File: src/rtl/mem_load_store_unit_pkg.sv
// Shared encodings for the MEM-stage load/store unit: access sizes,
// controller states and the data-memory geometry.
package mips_mem_pkg;

    localparam int DMEM_ADDR_WIDTH = 9;

    typedef enum logic [1:0] {
        SZ_BYTE = 2'b00,
        SZ_HALF = 2'b01,
        SZ_WORD = 2'b10,
        SZ_RSVD = 2'b11
    } mem_size_e;

    typedef enum logic [1:0] {
        ST_IDLE  = 2'b00,
        ST_READ  = 2'b01,
        ST_WRITE = 2'b10,
        ST_DONE  = 2'b11
    } lsu_state_e;

    // A request is misaligned when its low address bits do not fit its size;
    // the reserved size can never be honoured and is rejected the same way.
    function automatic logic is_misaligned(input logic [1:0] size, input logic [1:0] byte_off);
        case (mem_size_e'(size))
            SZ_BYTE: return 1'b0;
            SZ_HALF: return byte_off[0];
            SZ_WORD: return |byte_off;
            default: return 1'b1;
        endcase
    endfunction

endpackage

File: src/rtl/mem_load_store_unit_if.sv
// Word-wide data-memory bus: the LSU drives address/enables/write data,
// the memory returns combinational read data.
interface mem_load_store_unit_if
    import mips_mem_pkg::*;
#(
    parameter int ADDR_WIDTH = DMEM_ADDR_WIDTH
);

    logic [ADDR_WIDTH-1:0] Mem_Addr;
    logic                  Mem_Read;
    logic                  Mem_Write;
    logic [31:0]           Mem_Wdata;
    logic [31:0]           Mem_Rdata;

    modport master (
        output Mem_Addr,
        output Mem_Read,
        output Mem_Write,
        output Mem_Wdata,
        input  Mem_Rdata
    );

    modport slave (
        input  Mem_Addr,
        input  Mem_Read,
        input  Mem_Write,
        input  Mem_Wdata,
        output Mem_Rdata
    );

endinterface

File: src/rtl/mem_load_store_unit_lane_align.sv
// Little-endian lane steering between a memory word and a sub-word access:
// extracts and extends load lanes, and merges store lanes into an old word.
module lsu_lane_align
    import mips_mem_pkg::*;
(
    input  logic [31:0] rd_word,
    input  logic [1:0]  byte_off,
    input  mem_size_e   size,
    input  logic        is_unsigned,
    input  logic [31:0] store_data,
    output logic [31:0] load_data,
    output logic [31:0] merged_word
);

    logic [7:0]  byte_lane;
    logic [15:0] half_lane;

    // Load path: pick the addressed lane and zero- or sign-extend it to 32 bits.
    always_comb begin
        byte_lane = rd_word[{byte_off, 3'b000} +: 8];
        half_lane = rd_word[{byte_off[1], 4'b0000} +: 16];
        case (size)
            SZ_BYTE: load_data = is_unsigned ? {24'd0, byte_lane} : {{24{byte_lane[7]}}, byte_lane};
            SZ_HALF: load_data = is_unsigned ? {16'd0, half_lane} : {{16{half_lane[15]}}, half_lane};
            default: load_data = rd_word;
        endcase
    end

    // Store path: overwrite only the addressed lane, keeping every other byte of the old word.
    always_comb begin
        merged_word = rd_word;
        case (size)
            SZ_BYTE: merged_word[{byte_off, 3'b000} +: 8]    = store_data[7:0];
            SZ_HALF: merged_word[{byte_off[1], 4'b0000} +: 16] = store_data[15:0];
            default: merged_word = store_data;
        endcase
    end

endmodule

File: src/rtl/mem_load_store_unit.sv
// MEM-stage load/store unit: turns byte/half/word loads and stores into word
// accesses on a combinational-read, posedge-write memory, stalling the
// pipeline until each access completes. Sub-word stores go read-modify-write.
module mem_load_store_unit
    import mips_mem_pkg::*;
#(
    parameter int          ADDR_WIDTH = DMEM_ADDR_WIDTH,
    parameter logic [31:0] RESET_DATA = 32'd0
)(
    input  logic                      Clk,
    input  logic                      Rst_n,
    input  logic                      Req_Valid_MEM,
    input  logic                      Req_Write_MEM,
    input  logic [1:0]                Req_Size_MEM,
    input  logic                      Req_Unsigned_MEM,
    input  logic [31:0]               ALU_Result_MEM,
    input  logic [31:0]               Store_Data_MEM,
    output logic                      Stall_MEM,
    output logic                      Resp_Valid_MEM,
    output logic [31:0]               Load_Data_MEM,
    output logic                      Misalign_Err_MEM,
    mem_load_store_unit_if.master     mem_bus
);

    lsu_state_e            state;
    logic [ADDR_WIDTH-1:0] addr_idx;
    logic [1:0]            byte_off;
    mem_size_e             size_q;
    logic                  unsigned_q;
    logic                  write_q;
    logic [31:0]           store_q;
    logic [31:0]           wdata_q;
    logic [31:0]           load_ext;
    logic [31:0]           merged_word;
    logic                  unused_addr_hi;

    // Address bits above the memory index wrap away by truncation.
    assign unused_addr_hi = ^ALU_Result_MEM[31:ADDR_WIDTH+2];

    lsu_lane_align u_lane_align (
        .rd_word     (mem_bus.Mem_Rdata),
        .byte_off    (byte_off),
        .size        (size_q),
        .is_unsigned (unsigned_q),
        .store_data  (store_q),
        .load_data   (load_ext),
        .merged_word (merged_word)
    );

    // Access sequencer: accept, optional read, optional write, one-cycle response.
    always_ff @(posedge Clk) begin
        if (!Rst_n) begin
            state            <= ST_IDLE;
            Resp_Valid_MEM   <= 1'b0;
            Misalign_Err_MEM <= 1'b0;
            Load_Data_MEM    <= RESET_DATA;
        end else begin
            Resp_Valid_MEM   <= 1'b0;
            Misalign_Err_MEM <= 1'b0;
            case (state)
                ST_IDLE: begin
                    if (Req_Valid_MEM) begin
                        addr_idx   <= ALU_Result_MEM[ADDR_WIDTH+1:2];
                        byte_off   <= ALU_Result_MEM[1:0];
                        size_q     <= mem_size_e'(Req_Size_MEM);
                        unsigned_q <= Req_Unsigned_MEM;
                        write_q    <= Req_Write_MEM;
                        store_q    <= Store_Data_MEM;
                        wdata_q    <= Store_Data_MEM;
                        if (is_misaligned(Req_Size_MEM, ALU_Result_MEM[1:0])) begin
                            state            <= ST_DONE;
                            Resp_Valid_MEM   <= 1'b1;
                            Misalign_Err_MEM <= 1'b1;
                            Load_Data_MEM    <= RESET_DATA;
                        end else if (Req_Write_MEM && mem_size_e'(Req_Size_MEM) == SZ_WORD) begin
                            state <= ST_WRITE;
                        end else begin
                            state <= ST_READ;
                        end
                    end
                end
                ST_READ: begin
                    if (write_q) begin
                        wdata_q <= merged_word;
                        state   <= ST_WRITE;
                    end else begin
                        Load_Data_MEM  <= load_ext;
                        Resp_Valid_MEM <= 1'b1;
                        state          <= ST_DONE;
                    end
                end
                ST_WRITE: begin
                    Load_Data_MEM  <= RESET_DATA;
                    Resp_Valid_MEM <= 1'b1;
                    state          <= ST_DONE;
                end
                default: begin
                    state <= ST_IDLE;
                end
            endcase
        end
    end

    // Pipeline hold: raised as soon as a request arrives, dropped in the response cycle.
    always_comb begin
        case (state)
            ST_IDLE:           Stall_MEM = Req_Valid_MEM;
            ST_READ, ST_WRITE: Stall_MEM = 1'b1;
            default:           Stall_MEM = 1'b0;
        endcase
    end

    // Memory strobes are gated by reset so an access caught by reset never commits.
    always_comb begin
        mem_bus.Mem_Addr  = addr_idx;
        mem_bus.Mem_Wdata = wdata_q;
        mem_bus.Mem_Read  = Rst_n && (state == ST_READ);
        mem_bus.Mem_Write = Rst_n && (state == ST_WRITE);
    end

endmodule

File: src/flat_wrapper.sv
// flat-port wrapper written by rule: the top's interface ports become plain ports
module mem_load_store_unit_flat import mips_mem_pkg::*;
#(
    parameter int          ADDR_WIDTH = DMEM_ADDR_WIDTH,
    parameter logic [31:0] RESET_DATA = 32'd0
)
  (Clk, Rst_n, Req_Valid_MEM, Req_Write_MEM, Req_Size_MEM, Req_Unsigned_MEM, ALU_Result_MEM, Store_Data_MEM, Stall_MEM, Resp_Valid_MEM, Load_Data_MEM, Misalign_Err_MEM, mem_bus_Mem_Addr, mem_bus_Mem_Read, mem_bus_Mem_Write, mem_bus_Mem_Wdata, mem_bus_Mem_Rdata);
  mem_load_store_unit_if #(.ADDR_WIDTH(ADDR_WIDTH)) mem_bus_i ();
  input  logic Clk;
  input  logic Rst_n;
  input  logic Req_Valid_MEM;
  input  logic Req_Write_MEM;
  input  logic [1:0] Req_Size_MEM;
  input  logic Req_Unsigned_MEM;
  input  logic [31:0] ALU_Result_MEM;
  input  logic [31:0] Store_Data_MEM;
  output logic Stall_MEM;
  output logic Resp_Valid_MEM;
  output logic [31:0] Load_Data_MEM;
  output logic Misalign_Err_MEM;
  output wire logic [$bits(mem_bus_i.Mem_Addr)-1:0] mem_bus_Mem_Addr;
  output wire logic [$bits(mem_bus_i.Mem_Read)-1:0] mem_bus_Mem_Read;
  output wire logic [$bits(mem_bus_i.Mem_Write)-1:0] mem_bus_Mem_Write;
  output wire logic [$bits(mem_bus_i.Mem_Wdata)-1:0] mem_bus_Mem_Wdata;
  input wire logic [$bits(mem_bus_i.Mem_Rdata)-1:0] mem_bus_Mem_Rdata;
  assign mem_bus_Mem_Addr = mem_bus_i.Mem_Addr;
  assign mem_bus_Mem_Read = mem_bus_i.Mem_Read;
  assign mem_bus_Mem_Write = mem_bus_i.Mem_Write;
  assign mem_bus_Mem_Wdata = mem_bus_i.Mem_Wdata;
  assign mem_bus_i.Mem_Rdata = mem_bus_Mem_Rdata;
  mem_load_store_unit #(.ADDR_WIDTH(ADDR_WIDTH), .RESET_DATA(RESET_DATA)) u_core (.Clk(Clk), .Rst_n(Rst_n), .Req_Valid_MEM(Req_Valid_MEM), .Req_Write_MEM(Req_Write_MEM), .Req_Size_MEM(Req_Size_MEM), .Req_Unsigned_MEM(Req_Unsigned_MEM), .ALU_Result_MEM(ALU_Result_MEM), .Store_Data_MEM(Store_Data_MEM), .Stall_MEM(Stall_MEM), .Resp_Valid_MEM(Resp_Valid_MEM), .Load_Data_MEM(Load_Data_MEM), .Misalign_Err_MEM(Misalign_Err_MEM), .mem_bus(mem_bus_i));
endmodule
File: config.mk
export PLATFORM = sky130hd
export DESIGN_NAME = mem_load_store_unit_flat
export DESIGN_NICKNAME = d
export VERILOG_FILES = /design/src/rtl/mem_load_store_unit_pkg.sv /design/src/rtl/mem_load_store_unit_if.sv /design/src/rtl/mem_load_store_unit_lane_align.sv /design/src/rtl/mem_load_store_unit.sv /design/src/flat_wrapper.sv
export SDC_FILE = /design/constraint.sdc
export NUM_CORES = 1
export LEC_CHECK = 0
export CORE_ASPECT_RATIO = 2
export CORE_UTILIZATION = 47
export DETAILED_ROUTE_END_ITERATION = 8
export PLACE_DENSITY_LB_ADDON = 0.2
export SKIP_LAST_GASP = 1
export SYNTH_ARGS = -nofsm -noshare
export SYNTH_HDL_FRONTEND = slang
export SYNTH_SLANG_ARGS = --single-unit
File: constraint.sdc
create_clock -name Clk -period 4.6 [get_ports Clk]
set_input_delay 0.92 -clock Clk [delete_from_list [all_inputs] [get_ports Clk]]
set_output_delay 0.92 -clock Clk [all_outputs]
set_load 0.1 [all_outputs]
==> out/qor.csv <==
stage,metric,value,unit
pwr,pwr-share-seq,0.313,
sta,slew_headroom,0.328,
placed_design,place_area,0.00733,mm^2
synth,syn_avg_cell_area,10.4,um^2
route,vias,5122,
synth,synth.most_common_cell,edfxtp_1,
clock_tree,cts_tree,built,
placed_design,gp_congestion,0.934,
clock_tree,cts.path.max_buffers,2,
sta,timing.hold.ws,0.470,ns
route,routed_wl,17000,um
synth,syn_inst,539,
critical_path,cp-end-kind,flip-flop,
pwr,peakVddDrop,0.322,mV
clock_tree,cts_made_buffers,17,
grt,grt_overflow,0,
route,wire_per_inst,19.9,um
finish,final_core_util,0.675,
synth,yosys_warnings,0,
pwr,clkPwrFrac,0.270,
route,viasPerCell,6.00,
sta,rsz0062_at_grt,no,
clock_tree,insertion_delay,0.41,ns
sta,hold_viol,0,
grt,antenna_found_initial,0,
floorplanning,ios,181,
sta,maxClockFrequency,309,MHz
sta,fin_crit_sh,0.703,
clock_tree,postCtsHoldBufs,0,
clock_tree,htree_levels,4,
synth,synth_edf_count,79,
synth,ys_types,50,
critical_path,crit_required,4.74,ns
floorplanning,num_rows,56,
clock_tree,cts_resized,0,
floorplanning,dieArea,0.0124,mm^2
pwr,switchingPower,0.00198,W
route,ant_nets,0,
synth,seq_area_frac_synth,0.550,
synth,synth_common_cells,"79 x edfxtp_1, 73 x nand2_1, 70 x nor2_1, 36 x dfxtp_1, 35 x a21oi_1",
route,first_pass_iters,5,
floorplanning,start_util,0.480,
synth,synth_area,0.00562,mm^2
pwr,p_leak,2.85,nW
critical_path,critical_path_arrival,3.37,ns
clock_tree,cts_num_sinks,115,
grt,grt_max_degree,66,
critical_path,cp_max_fo,20,
finish,nets,807,
pwr,powerDensity,578,mW/mm^2
sta,period_minus_slack,3.23,ns
clock_tree,cts_root_buffer,clkbuf_16,
grt,grtUsageTotal,0.281,
pwr,sw_frac_of_total,0.433,
synth,synth-seq-cells,115,
sta,slew_viol_final,0,
synth,netlist.area_leader.share,0.422,
grt,grt_pass1_vias,5028,
floorplanning,die_w,79.3,um
sta,setup-tns-final,0,ns
synth,async_flop_share,0,
critical_path,critPathKind,reg2reg,
synth,ys.flop_type,edfxtp_1,
finish,design_area,0.00790,mm^2
route,initialDrtViolationCount,549,
pwr,power.internal,0.00259,W
finish,final_layout_size_suffix_gt1_frac,0.0805,
status,status,finished clean,
clock_tree,cts_setup_buffers,0,
min_path,hp-class,reg2reg,
sta,skew,0.00654,ns
floorplanning,coreArea,0.0117,mm^2
sta,setup_viol,0,
finish,area_delta_synth_final,40.5,%
critical_path,worstSetupStartpointType,flip-flop,
placed_design,dp_hpwl,12200,um
synth,synth_top_area_cell,edfxtp_1,
synth,synth_area_leaders,"edfxtp_1 42%, dfxtp_1 13%, a22o_1 5.1%",
grt,grt_pass1_wl,26200,um
pwr,pwr-share-comb,0.417,
job,cap_violations,0,
route,drc_errors,0,
pwr,total_power,0.00457,W
clock_tree,clk_pin_slew,0.06,ns
floorplanning,die_h,157,um
sta,tightest_slew,1.00,ns
synth,synthesis.nets,651,
placed_design,port_buffers,159,
## power by group through the flow
stage / sequential, W / combinational (W) / clock [W]
after floorplan: 0.00222 / 0.000642 / 0
after global placement: 0.00144 / 0.00187 / 0
after detailed placement: 0.00145 / 0.00189 / 0
after CTS: 0.00143 / 0.00190 / 0.00124
after global routing: 0.00144 / 0.00200 / 0.00128
final: 0.00143 / 0.00190 / 0.00123
## cell type report
| class | count | area, um^2 |
|---|---|---|
| diodes | 1 | 2.50 |
| clock buffers | 22 | 497 |
| clock inverters | 10 | 72.6 |
| fillers | 906 | 3800 |
| inverters | 26 | 97.6 |
| multi-input cells | 365 | 2290 |
| flip-flops and latches | 115 | 3090 |
| well taps | 145 | 181 |
| repair buffers | 170 | 1670 |
## path summary, 6_finish.rpt
kind                                          from                                    end  slack [ns]  depth (start not counted)
min reg2reg  u_core.Load_Data_MEM[26]$_SDFFE_PN0P_  u_core.Load_Data_MEM[26]$_SDFFE_PN0P_        0.47                          1
max                   u_core.byte_off[1]$_DFFE_PP_  u_core.mem_bus.Mem_Wdata[8]$_DFFE_PP_        1.37                          6
min          u_core.Load_Data_MEM[26]$_SDFFE_PN0P_  u_core.Load_Data_MEM[26]$_SDFFE_PN0P_        0.47                          1
max reg2reg           u_core.byte_off[1]$_DFFE_PP_  u_core.mem_bus.Mem_Wdata[8]$_DFFE_PP_        1.37                          6
## state kept, by name, summed over array words and instances, names as in the netlist
name,cells
u_core.Load_Data_MEM,32
u_core.Misalign_Err_MEM,1
u_core.Resp_Valid_MEM,1
u_core.byte_off,2
u_core.mem_bus.Mem_Addr,9
u_core.mem_bus.Mem_Wdata,32
u_core.size_q,2
u_core.state,2
u_core.store_q,32
u_core.unsigned_q,1
u_core.write_q,1
## worst max-delay path: stages (launching register included)
cell and delay (ns):
edfxtp_1 0.87, inv_1 0.52, ha_1 0.47, and4b_1 0.29, a22o_1 0.22, a221oi_1 0.48, nor2_1 0.12
## through the flow
stage | instances | worst slack (ns)
2_1_floorplan | 539 | 0.729
3_3_place_gp | 821 | 1.50
3_5_place_dp | 821 | 1.43
4_1_cts | 853 | 1.43
5_1_grt | 853 | 1.18
6_report | 854 | 1.37
## cell families (layout without fill, tap and decap cells)
group / count (synthesis) / after routing / synth area share
AO/OA/AOI/OAI: 150 / 150 / 0.204
adder cells (fa/ha/maj): 9 / 9 / 0.0200
buffers and inverters: 59 / 228 / 0.0456
flip-flops: 115 / 115 / 0.550
multiplexers: 12 / 12 / 0.0238
other: 0 / 1 / 0
AND/OR/NAND/NOR: 194 / 194 / 0.156
## cell usage in the layout (no fill, tap or decap), types with 3 or more instances in the layout
master / n
or3_1: 7
nor3_1: 5
edfxtp_1: 79
clkdlybuf4s50_1: 156
a21oi_1: 35
nand3_1: 8
a221oi_1: 23
clkinv_2: 3
a22o_1: 33
ha_1: 8
and2_1: 9
nor2b_1: 3
o32ai_1: 7
clkbuf_16: 19
o2bb2ai_1: 16
mux2i_1: 10
inv_1: 26
dfxtp_1: 36
o21ai_0: 8
clkinv_4: 5
buf_4: 14
a22oi_1: 8
nor2_1: 69
nand2b_1: 5
nand2_1: 73
o221ai_1: 7
## routing by layer
| layer | up-vias | share of wire | track usage |
|---|---|---|---|
| li1 | 2338 | - | - |
| met1 | 2429 | 0.35 | 0.316 |
| met2 | 282 | 0.53 | 0.477 |
| met3 | 73 | 0.070 | 0.0513 |
| met4 | 0 | 0.055 | 0.187 |
| met5 | - | 0 | 0 |
Note: power is estimated with default switching activity, not from simulation.
